### src/rtl/adder_pkg.sv
// Shared definitions for the sequential adder: FSM state encoding and a
// constant ceil-log2 helper used to size the chunk counter.
// No ports; imported by seq_adder.
package adder_pkg;

  typedef logic [1:0] state_t;

  localparam state_t IDLE = 2'd0;
  localparam state_t RUN  = 2'd1;
  localparam state_t DONE = 2'd2;

  // ceil(log2(v)); returns 0 for v <= 1.
  function automatic int clog2(input int v);
    int r;
    r = 0;
    for (int p = 1; p < v; p = p * 2) r++;
    return r;
  endfunction

endpackage

### src/rtl/chunk_adder.sv
// Combinational CHUNK-bit ripple adder: {co, s} = a + b + ci.
// Ports: a, b (CHUNK bits), ci (1) in; s (CHUNK bits), co (1) out.
// No state; purely combinational.
module chunk_adder #(
  parameter int CHUNK = 1
) (
  input  logic [CHUNK-1:0] a,
  input  logic [CHUNK-1:0] b,
  input  logic             ci,
  output logic [CHUNK-1:0] s,
  output logic             co
);

  logic [CHUNK:0] total;

  assign total = {1'b0, a} + {1'b0, b} + {{CHUNK{1'b0}}, ci};
  assign s     = total[CHUNK-1:0];
  assign co    = total[CHUNK];

endmodule

### src/rtl/seq_adder.sv
// Multi-cycle adder: sum/carry = x + y + cin, CHUNK bits per clock, LSB first.
// Ports: clk, rst (sync, active-high), start, x, y, cin in; busy, done, sum, carry out.
// Handshake: start accepted in IDLE or DONE, busy for N=WIDTH/CHUNK cycles, then a 1-cycle done.
module seq_adder
  import adder_pkg::*;
#(
  parameter int WIDTH = 8,
  parameter int CHUNK = 1
) (
  input  logic             clk,
  input  logic             rst,
  input  logic             start,
  input  logic [WIDTH-1:0] x,
  input  logic [WIDTH-1:0] y,
  input  logic             cin,
  output logic             busy,
  output logic             done,
  output logic [WIDTH-1:0] sum,
  output logic             carry
);

  localparam int N  = WIDTH / CHUNK;
  localparam int CW = (clog2(N) < 1) ? 1 : clog2(N);

  if (CHUNK < 1 || CHUNK > WIDTH || (WIDTH % CHUNK) != 0) begin : g_bad_params
    $error("seq_adder: CHUNK must be in [1, WIDTH] and divide WIDTH");
  end

  state_t           state;
  state_t           state_nxt;
  logic [WIDTH-1:0] a_sh;
  logic [WIDTH-1:0] b_sh;
  logic [WIDTH-1:0] psum;
  logic [WIDTH-1:0] psum_nxt;
  logic             c_reg;
  logic [CW-1:0]    cnt;
  logic [CHUNK-1:0] chunk_s;
  logic             chunk_co;
  logic             accept;
  logic             last;

  assign accept = start && ((state == IDLE) || (state == DONE));
  assign last   = (cnt == CW'(N - 1));

  // The low chunk of each operand shift register is always the chunk being added.
  chunk_adder #(
    .CHUNK(CHUNK)
  ) u_chunk (
    .a (a_sh[CHUNK-1:0]),
    .b (b_sh[CHUNK-1:0]),
    .ci(c_reg),
    .s (chunk_s),
    .co(chunk_co)
  );

  // Partial sum fills from the top and shifts down, so after N steps
  // chunk 0 has arrived at bit 0.
  always_comb begin
    psum_nxt                  = psum >> CHUNK;
    psum_nxt[WIDTH-1 -: CHUNK] = chunk_s;
  end

  always_ff @(posedge clk) begin
    if (rst) state <= IDLE;
    else     state <= state_nxt;
  end

  always_comb begin
    state_nxt = state;
    busy      = 1'b0;
    done      = 1'b0;
    case (state)
      IDLE: begin
        if (start) state_nxt = RUN;
      end
      RUN: begin
        busy = 1'b1;
        if (last) state_nxt = DONE;
      end
      DONE: begin
        done      = 1'b1;
        state_nxt = start ? RUN : IDLE;
      end
      default: state_nxt = IDLE;
    endcase
  end

  always_ff @(posedge clk) begin
    if (rst) begin
      a_sh  <= '0;
      b_sh  <= '0;
      psum  <= '0;
      c_reg <= 1'b0;
      cnt   <= '0;
      sum   <= '0;
      carry <= 1'b0;
    end else if (accept) begin
      a_sh  <= x;
      b_sh  <= y;
      c_reg <= cin;
      cnt   <= '0;
    end else if (state == RUN) begin
      a_sh  <= a_sh >> CHUNK;
      b_sh  <= b_sh >> CHUNK;
      c_reg <= chunk_co;
      psum  <= psum_nxt;
      cnt   <= cnt + 1'b1;
      if (last) begin
        sum   <= psum_nxt;
        carry <= chunk_co;
      end
    end
  end

endmodule

### config.mk
export PLATFORM = sky130hd
export DESIGN_NAME = seq_adder
export DESIGN_NICKNAME = d
export VERILOG_FILES = /design/src/rtl/adder_pkg.sv /design/src/rtl/chunk_adder.sv /design/src/rtl/seq_adder.sv
export SDC_FILE = /design/constraint.sdc
export NUM_CORES = 1
export LEC_CHECK = 0
export CORE_MARGIN = 1
export CORE_UTILIZATION = 25
export DETAILED_ROUTE_END_ITERATION = 8
export GPL_TIMING_DRIVEN = 0
export RECOVER_POWER = 50
export SYNTH_ARGS = -nofsm -noshare
export SYNTH_HDL_FRONTEND = slang
export SYNTH_SLANG_ARGS = --single-unit
### constraint.sdc
create_clock -name clk -period 3.6 [get_ports clk]
set_input_delay 0.72 -clock clk [delete_from_list [all_inputs] [get_ports clk]]
set_output_delay 0.72 -clock clk [all_outputs]
set_load 0.05 [all_outputs]
== Word level (Yosys, flattened, before mapping) ==
Cells that the tools add are included.

* RAM bits: 0
* Bits in latches: 0
* Input bits: 20
* Register bits after elaboration: 39
* Word-level logic and storage cells: 37
* Memories kept: 0
* Memory bits (read-only): 0
* Output and inout bits: 11

* Add/subtract/negate cells: 3
* Bitwise logic cells: 1
* Muxes and demuxes: 12
* $mul: 0
* Shift operators: 0
* Div/mod/pow operators: 0
* Reduce and logical (&&, ||, !) cells: 8
* Eq/ne operators: 5
* Order comparisons: 0

{| class="wikitable"
|+ Operator list
! kind !! number
|-
| $mux 8 || 4
|-
| $pmux 2 s3 || 1
|-
| $mux 1 || 5
|-
| $mux 2 || 2
|-
| $ne 2x2->1 const B || 2
|-
| $reduce_and 2->1 || 2
|-
| $add 3x1->3 const B || 1
|-
| $eq 3x3->1 const B || 1
|-
| $reduce_and 3->1 || 1
|-
| $add 1x1->2 || 1
|-
| $add 2x1->2 || 1
|-
| $eq 2x1->1 const B || 1
|-
| $eq 2x2->1 const B || 1
|-
| $logic_not 2->1 || 1
|-
| $reduce_bool 2->1 || 1
|-
| $reduce_or 2->1 || 1
|-
| $logic_and 1x1->1 || 1
|-
| $logic_or 1x1->1 || 1
|-
| $not 1->1 || 1
|}

== Depth between registers and ports, before layout ==
Gate-level depths: netlist of the first run.

* Word-level depth: 5
* Mapped depth: 6
* Mapped depth without buffers: 5

== Modules after synthesis ==
Synthesis of the first run repeated with hierarchy kept, for this count alone.

* Cell total of the unflattened synthesis: 176
* Area total of the unflattened synthesis: 1530.2 um^2

{| class="wikitable"
|+ Modules (own cells, without submodules)
! module !! area each (um^2) !! seq. area each (um^2) !! cells each !! times used
|-
| seq_adder || 1510.2 || 760.7 || 175 || 1
|-
| chunk_adder || 20.0 || 0.0 || 1 || 1
|}

== Worst setup path before layout of the first run ==
OpenSTA, ideal clock, no wires.

* Kind: register to output
* Start: register state[1]
* End: output done
* Cell stages (with the launch flop): 2
* Required time: 2.880 ns
* Path slack: 1.857 ns
* Arrival time: 1.023 ns
* Path through: dfxtp_1 nor2b_1

* Longest elaborated chain between the ends: 2

{| class="wikitable"
|+ RTL lines
! item !! RTL line !! source
|-
| from (decl) || seq_adder.sv:29 || <nowiki>state_t state;</nowiki>
|-
| from (signal assigned) || seq_adder.sv:65 || <nowiki>else state <= state_nxt;</nowiki>
|-
| $eq 2x2->1 || seq_adder.sv:72 || <nowiki>case (state)</nowiki>
|-
| $mux 1 || seq_adder.sv:72 ||
|-
| to (decl) || seq_adder.sv:17 || <nowiki>output logic done,</nowiki>
|}

Every way passes these cells.

== Final worst setup path of the first run ==
* Start: register state[0]
* End: output busy

* Longest elaborated chain between the ends: 2

{| class="wikitable"
|+ RTL lines
! item !! RTL line !! source
|-
| $eq 2x1->1 || seq_adder.sv:72 ||
|-
| $mux 1 || seq_adder.sv:72 ||
|-
| to (decl) || seq_adder.sv:16 || <nowiki>output logic busy,</nowiki>
|}

Every way passes these cells.

==> impl_results.md, run 1 <==
* Critical path's top delay family: buffers and inverters
* Hold Crit Depth at 2
* Vias in the first global route at between 1,000 and 1,500
* Final ANT Viol Nets at 0
* Die Wd at a little over 80 um
* Clk Latency, worst-skew pair at roughly 0.29 ns
* Share of layout cells above drive strength 1 at 0.0794
* Hold Startpoint: sum[0]
* DP HPWL at roughly 2500 um
* Area grow syn2layout at 30.7%
* Area contributors post-synth: dfxtp_1 49%, nand2_1 9.5%, a21oi_1 6.2%, nor3_1 4.5%, nand3_1 3.9%
* IO Pins at 31
* Largest buffer count on any clock path at 2
* Net switching power figure at 227 uW
* Max Cap Viol at 0
* First-pass GRT wire length at just over 6000 um
* CP Class: reg2out
* Cell variety after synth at 25
* Clock-pin slew of the registers on the worst-case setup and hold paths at about 0.070 ns
* Drt wl/cell at around 13 um
* Sum Neg Setup Slack at 0 ns
* Beginning of the worst register-to-register path: state[0]
* CP Cell Sequence: nand2b_1 > buf_6 > inv_6 > buf_4 > clkdlybuf4s50_1
* Critical path launch point type: flip-flop
* # hold bufs at CTS at 0
* Initial antenna violation count at 0
* Mapped Area at roughly 1500 sq um
* LEAKAGE at between 0.0006 and 0.0007 uW
* Unrepaired setup endpoints after global routing: no
* Slowest-stage cell, CP: clkdlybuf4s50_1
* Initial DRC count at 67
* Total Wirelength at about 3700 um
* Mean Syn Cell Area at between 8 and 9 sq um
* Slew @ Worst Pin at between 0.5 and 0.6 ns
* Yosys reg bits at 38
* Sequential share of power at 0.487
* Post-synth EDFFs at 0
* Ys Warns at 0
* Max incr delay on CP at ~0.81 ns
* Vias post-DR at roughly 1,300
* Crit path DAT at slightly below 2 ns
* Root Buffer: clkbuf_8
* Reg2reg setup slack at just under 2 ns
* Fin crit period at 2.71 ns
* FFs w/ async S/R, synth at 0
* Die area at approximately 6500 sq um
* Max H-tree Level at 2
* Setup violators final at 0
* Cells on worst reg2reg path at 5
* Cell-internal power at around 700 uW
* Fin crit share at 0.753
* GPL Wtd Cong at roughly 0.75
* Core area at around 6000 sq um
* Largest regs: a_sh: 8 flops, b_sh: 8 flops, sum: 8 flops
* Status: complete, no violations
* Buffers on Ports at 29
* Clock Power Share at 0.384
* CTS tree: done
* Critical Path RT at between 2 and 3 ns
* Final Power at 930 uW
* Vias per cell at between 4 and 5
* ANT cells at 0
* Worst Hold Endpoint: sum[0]
* Count leader, synth: nand2_1
* Net Count, Synth at 200
* Dominant synthesized flop cell: dfxtp_1
* F_max at ~370 MHz
* Clock Sinks at 38
* Largest net degree at the start of global routing at 12
* Sw Share at 0.244
* Post CTS Setup Buffer Count at 0
* TritonCTS Buffers at 5
* Drt drc at 0
* DRT Pass-1 Iters at 4
* Type of the worst min-delay path: reg2reg
* Syn Inst Count at 177
* Crit path capture type: output pin
* Max FO, Critical Path at 10
* Overall Global Routing Usage at 0.127
* Fin. max-slew vios at 0
* Crit path depth at 5
* Nets@finish at between 200 and 250
* FP Rows at 28
* Critical path buffer and inverter count at 4
* GR Overflow Total at 0
* Combinational share of power at 0.128
* Seq/Total Area, Yosys at 0.493
* Final Hold Vio Count at 0
* Post-synth top cells: 39 x nand2_1, 38 x dfxtp_1, 19 x a21oi_1
* PostCTS Resize Cnt at 0
* Capturing point of the worst reg2reg path: b_sh[4]
* Die H at just over 80 um
* Initial Util at 0.261
* Post-synth top area share at 0.493
* Clock Skew at 0.00231 ns
* Post-synth top area cell: dfxtp_1
* Slew HR at 0.637
* Peak VDD IR at approximately 140 uV
* PwrDens at approximately 460 nW/um^2
[worst max path at each step]
stage / startpoint / endpoint / slack, ns
after CTS: state[0] / busy / 0.87
after detailed placement: state[0] / busy / 1.20
after global placement: state[0] / busy / 1.19
after global routing: state[0] / busy / 0.79
final: state[0] / busy / 0.89
after floorplan: state[1] / done / 1.86
[routing by layer]
layer / GRT usage / up-vias / routed length, um
met2: 0.195 / 21 / 1700
met3: 0.0330 / 5 / 137
met4: 0.0536 / 0 / 61
met5: 0 / - / 0
met1: 0.168 / 633 / 1770
li1: - / 680 / -
[stage by stage]
step	setup slack (ns)	util	cell area, sq um	instances	hold WS (ns)
detailed placement	1.20	0.325	1930	281	0.448
finish	0.891	0.341	2020	289	0.455
CTS	0.874	0.343	2030	289	0.459
floorplan	1.86	-	1540	177	0.437
global route	0.794	0.341	2020	289	0.482
global placement	1.19	0.325	1930	281	0.442
[power by group through the flow]
stage	combinational (uW)	clock [uW]	sequential, uW
after floorplan	80.9	0	459
after global placement	123	0	462
after detailed placement	125	0	463
after CTS	125	365	453
after global routing	133	379	456
final	120	358	453
[cell usage in the layout, fill, tap and decap left out]
| master | instances |
|---|---|
| a21oi_1 | 19 |
| a22oi_1 | 2 |
| a311oi_1 | 6 |
| a311oi_2 | 2 |
| buf_2 | 2 |
| buf_4 | 3 |
| buf_6 | 1 |
| buf_8 | 1 |
| bufinv_16 | 1 |
| clkbuf_1 | 10 |
| clkbuf_8 | 5 |
| clkdlybuf4s50_1 | 28 |
| dfxtp_1 | 38 |
| dlygate4sd3_1 | 1 |
| fa_1 | 1 |
| ha_1 | 2 |
| inv_6 | 1 |
| mux2i_1 | 3 |
| nand2_1 | 39 |
| nand2_2 | 1 |
| nand2b_1 | 2 |
| nand3_1 | 12 |
| nand3b_1 | 1 |
| nor2_1 | 10 |
| nor2b_1 | 2 |
| nor3_1 | 14 |
| o21a_1 | 1 |
| o22ai_1 | 5 |
| xnor2_1 | 1 |
[worst register-to-register path, stage by stage (launching register included)]
cell and delay (ns):
dfxtp_1 0.39, nand2b_1 0.12, clkbuf_1 0.26, clkbuf_1 0.41, o22ai_1 0.21, nor3_1 0.19
[cell type report]
type                    count  area (sq um)
well taps                  75          93.8
clock inverters             1          30.0
fillers                   632          3900
clock buffers               7          76.3
inverters                   1          8.76
multi-input cells         123           668
flip-flops and latches     38           761
repair buffers             29           290
plain buffers              15          88.8
[cell families after synthesis]
logic type | after synthesis | synth area share
AOI/OAI and AO/OA | 35 | 0.150
muxes | 3 | 0.0195
buffers and inverters | 16 | 0.0738
and+or+nand+nor | 81 | 0.229
adders and majority gates | 3 | 0.0292
DFF | 38 | 0.493
xor gates and xnor gates | 1 | 0.00568
(Power assumes the default switching activity.)
==> run 2: changes to the inputs <==
==> constraint.sdc (replaced) <==
create_clock -name clk -period 2.5 [get_ports clk]
set_input_delay 0.5 -clock clk [delete_from_list [all_inputs] [get_ports clk]]
set_output_delay 0.5 -clock clk [all_outputs]
set_load 0.05 [all_outputs]
==> impl_results.md, run 2 (synthesis gave the netlist of run 1 again) <==
* Max incr delay on CP at 0.54 ns (-0.27 ns)
* CP Class: reg2out
* Max Cap Viol at 0 (unchanged)
* IO Pins at 31 (unchanged)
* Vias in the first global route at 1,249 (unchanged)
* Slew HR at 0.644 (+0.00667)
* Peak VDD IR at 203 uV (+44%)
* Crit path depth at 5 (unchanged)
* Overall Global Routing Usage at 0.127 (unchanged)
* First-pass GRT wire length at 6170 um (unchanged)
* CP Cell Sequence: nand2b_1 > buf_6 > inv_6 > buf_4 > dlygate4sd2_1
* Commonest non-fill, non-tap cells in the layout: 39 x nand2_1, 38 x dfxtp_1, 27 x clkdlybuf4s50_1
* Buffers on Ports at 29 (unchanged)
* Slew @ Worst Pin at 0.535 ns (-0.0100 ns)
* Root Buffer: clkbuf_8
* Cell-internal power at 1010 uW (+44%)
* Cells on worst reg2reg path at 5 (unchanged)
* GR Overflow Total at 0 (unchanged)
* Fin crit period at roughly 2.2 ns
* Critical path buffer and inverter count at 4 (unchanged)
* Hold Crit Depth at 2 (unchanged)
* Max FO, Critical Path at 10 (unchanged)
* Drt wl/cell at 12.7 um (+0.27%)
* Largest regs: a_sh: 8 flops, b_sh: 8 flops, sum: 8 flops
* Setup violators final at 0 (unchanged)
* Final ANT Viol Nets at 0 (unchanged)
* Initial antenna violation count at 0 (unchanged)
* Core area at 5920 sq um (unchanged)
* Clk Latency, worst-skew pair at 0.29 ns (about the same)
* FP Rows at 28 (unchanged)
* Largest buffer count on any clock path at 2 (unchanged)
* Sum Neg Setup Slack at 0 ns (unchanged)
* Crit path capture type: output pin
* F_max at around 450 MHz
* Combinational share of power at 0.127 (about the same)
* Worst hold margin at 0.455 ns (+0.0000160 ns)
* Total Wirelength at 3680 um (+0.27%)
* Max H-tree Level at 2 (unchanged)
* Share of layout cells above drive strength 1 at 0.0701 (-0.00935)
* Type of the worst min-delay path: reg2reg
* Sw Share at 0.245 (+0.000470)
* Unrepaired setup endpoints after global routing: no
* Initial Util at 0.261 (unchanged)
* LEAKAGE at 0.000692 uW (about the same)
* Area grow syn2layout at 30.2%
* Fin crit share at 0.885
* Largest net degree at the start of global routing at 12 (unchanged)
* Critical Path RT at 2.00 ns (-0.88 ns)
* Net switching power figure at 327 uW (+44%)
* Slowest-stage cell, CP: dlygate4sd2_1
* Die H at 80.6 um (unchanged)
* Fin. max-slew vios at 0 (unchanged)
* DP HPWL at 2550 um (unchanged)
* Final Hold Vio Count at 0 (unchanged)
* Nets@finish at 236 (unchanged)
* PwrDens at 666 nW/um^2 (+44%)
* Die area at 6490 sq um (unchanged)
* Drt drc at 0 (unchanged)
* Status: complete, no violations
* Critical path launch point type: flip-flop
* Critical path's top delay family: buffers and inverters
* Clock Power Share at 0.386 (+0.002)
* Die Wd at 80.6 um (unchanged)
* Initial DRC count at 91 (+36%)
* Clock Sinks at 38 (unchanged)
* Sequential share of power at 0.488 (about the same)
* Vias post-DR at 1,342 (+0.22%)
* GPL Wtd Cong at 0.747 (unchanged)
* # hold bufs at CTS at 0 (unchanged)
* Clock-pin slew of the registers on the worst-case setup and hold paths at 0.07 ns (about the same)
* DRT Pass-1 Iters at 4 (unchanged)
* Most common cell after layout, fill and taps aside: nand2_1
* CTS tree: done
* Vias per cell at 4.64 (+0.22%)
* Crit path DAT at 1.71 ns (-0.28 ns)
* TritonCTS Buffers at 5 (unchanged)
* Fill cell count at 636 (+0.63%)
* Clock Skew at 0.00269 ns (+0.000384 ns)
* ANT cells at 0 (unchanged)
==> run 2: cell type report <==
type	instances	area, sq um	area share
Sequential cell	38	761	0.379
Multi-Input combinational cell	123	662	0.330
Timing Repair Buffer	29	289	0.144
Tap cell	75	93.8	0.0467
Buffer	15	87.6	0.0436
Clock buffer	7	76.3	0.0380
Clock inverter	1	30.0	0.0150
Inverter	1	8.76	0.00436
==> run 2: per-stage QoR <==
stage               worst slack, ns  std cells  instance area, sq um  power (uW)  utilization
floorplan                     0.977        177                  1540         778            -
global placement              0.314        281                  1930         843        0.325
detailed placement            0.320        281                  1930         845        0.325
CTS                           0.270        289                  2030        1360        0.343
global route                  0.189        289                  2010        1390        0.339
finish                        0.287        289                  2010        1340        0.339
==> run 2: metal layers <==
| metal | up-vias | global-route usage | share of wire |
|---|---|---|---|
| met2 | 30 | 0.195 | 0.47 |
| li1 | 681 | - | - |
| met3 | 5 | 0.0330 | 0.044 |
| met5 | - | 0 | 0 |
| met4 | 0 | 0.0536 | 0.017 |
| met1 | 626 | 0.168 | 0.47 |
==> run 2: worst min-delay path: stages (launching register included) <==
cell,delay [ns]
dfxtp_1,0.31
nand2_1,0.05
a21oi_1,0.05
==> run 2: path summary, 6_finish.rpt <==
kind,startpoint,endpoint,slack [ns]
max,state[0],busy,0.29
min,sum[0],sum[0],0.45
min reg2reg,sum[0],sum[0],0.45
max reg2reg,state[0],b_sh[4],0.85
==> run 2: power groups by stage <==
stage          clock [uW]  sequential, uW  combinational, uW
6_report              516             652                169
5_1_grt               546             656                188
4_1_cts               526             652                179
3_5_place_dp            0             666                179
3_3_place_gp            0             666                177
2_1_floorplan           0             662                117
==> run 2: repair_timing <==
item | CTS | global route
endpoints found under the hold margin | 0 | 0
buffers inserted | 0 | 0
endpoints found under the setup margin | 1 | 0
resized for setup | 1 | 0
==> run 3: changes to the inputs <==
--- a/config.mk
+++ b/config.mk
@@ -10,6 +10,7 @@
 export DETAILED_ROUTE_END_ITERATION = 8
 export GPL_TIMING_DRIVEN = 0
 export RECOVER_POWER = 50
+export SLEW_MARGIN = 20
 export SYNTH_ARGS = -nofsm -noshare
 export SYNTH_HDL_FRONTEND = slang
 export SYNTH_SLANG_ARGS = --single-unit
==> results of run 3 <==
No change in the layout: final DEF, timing and power equal those of run 2.
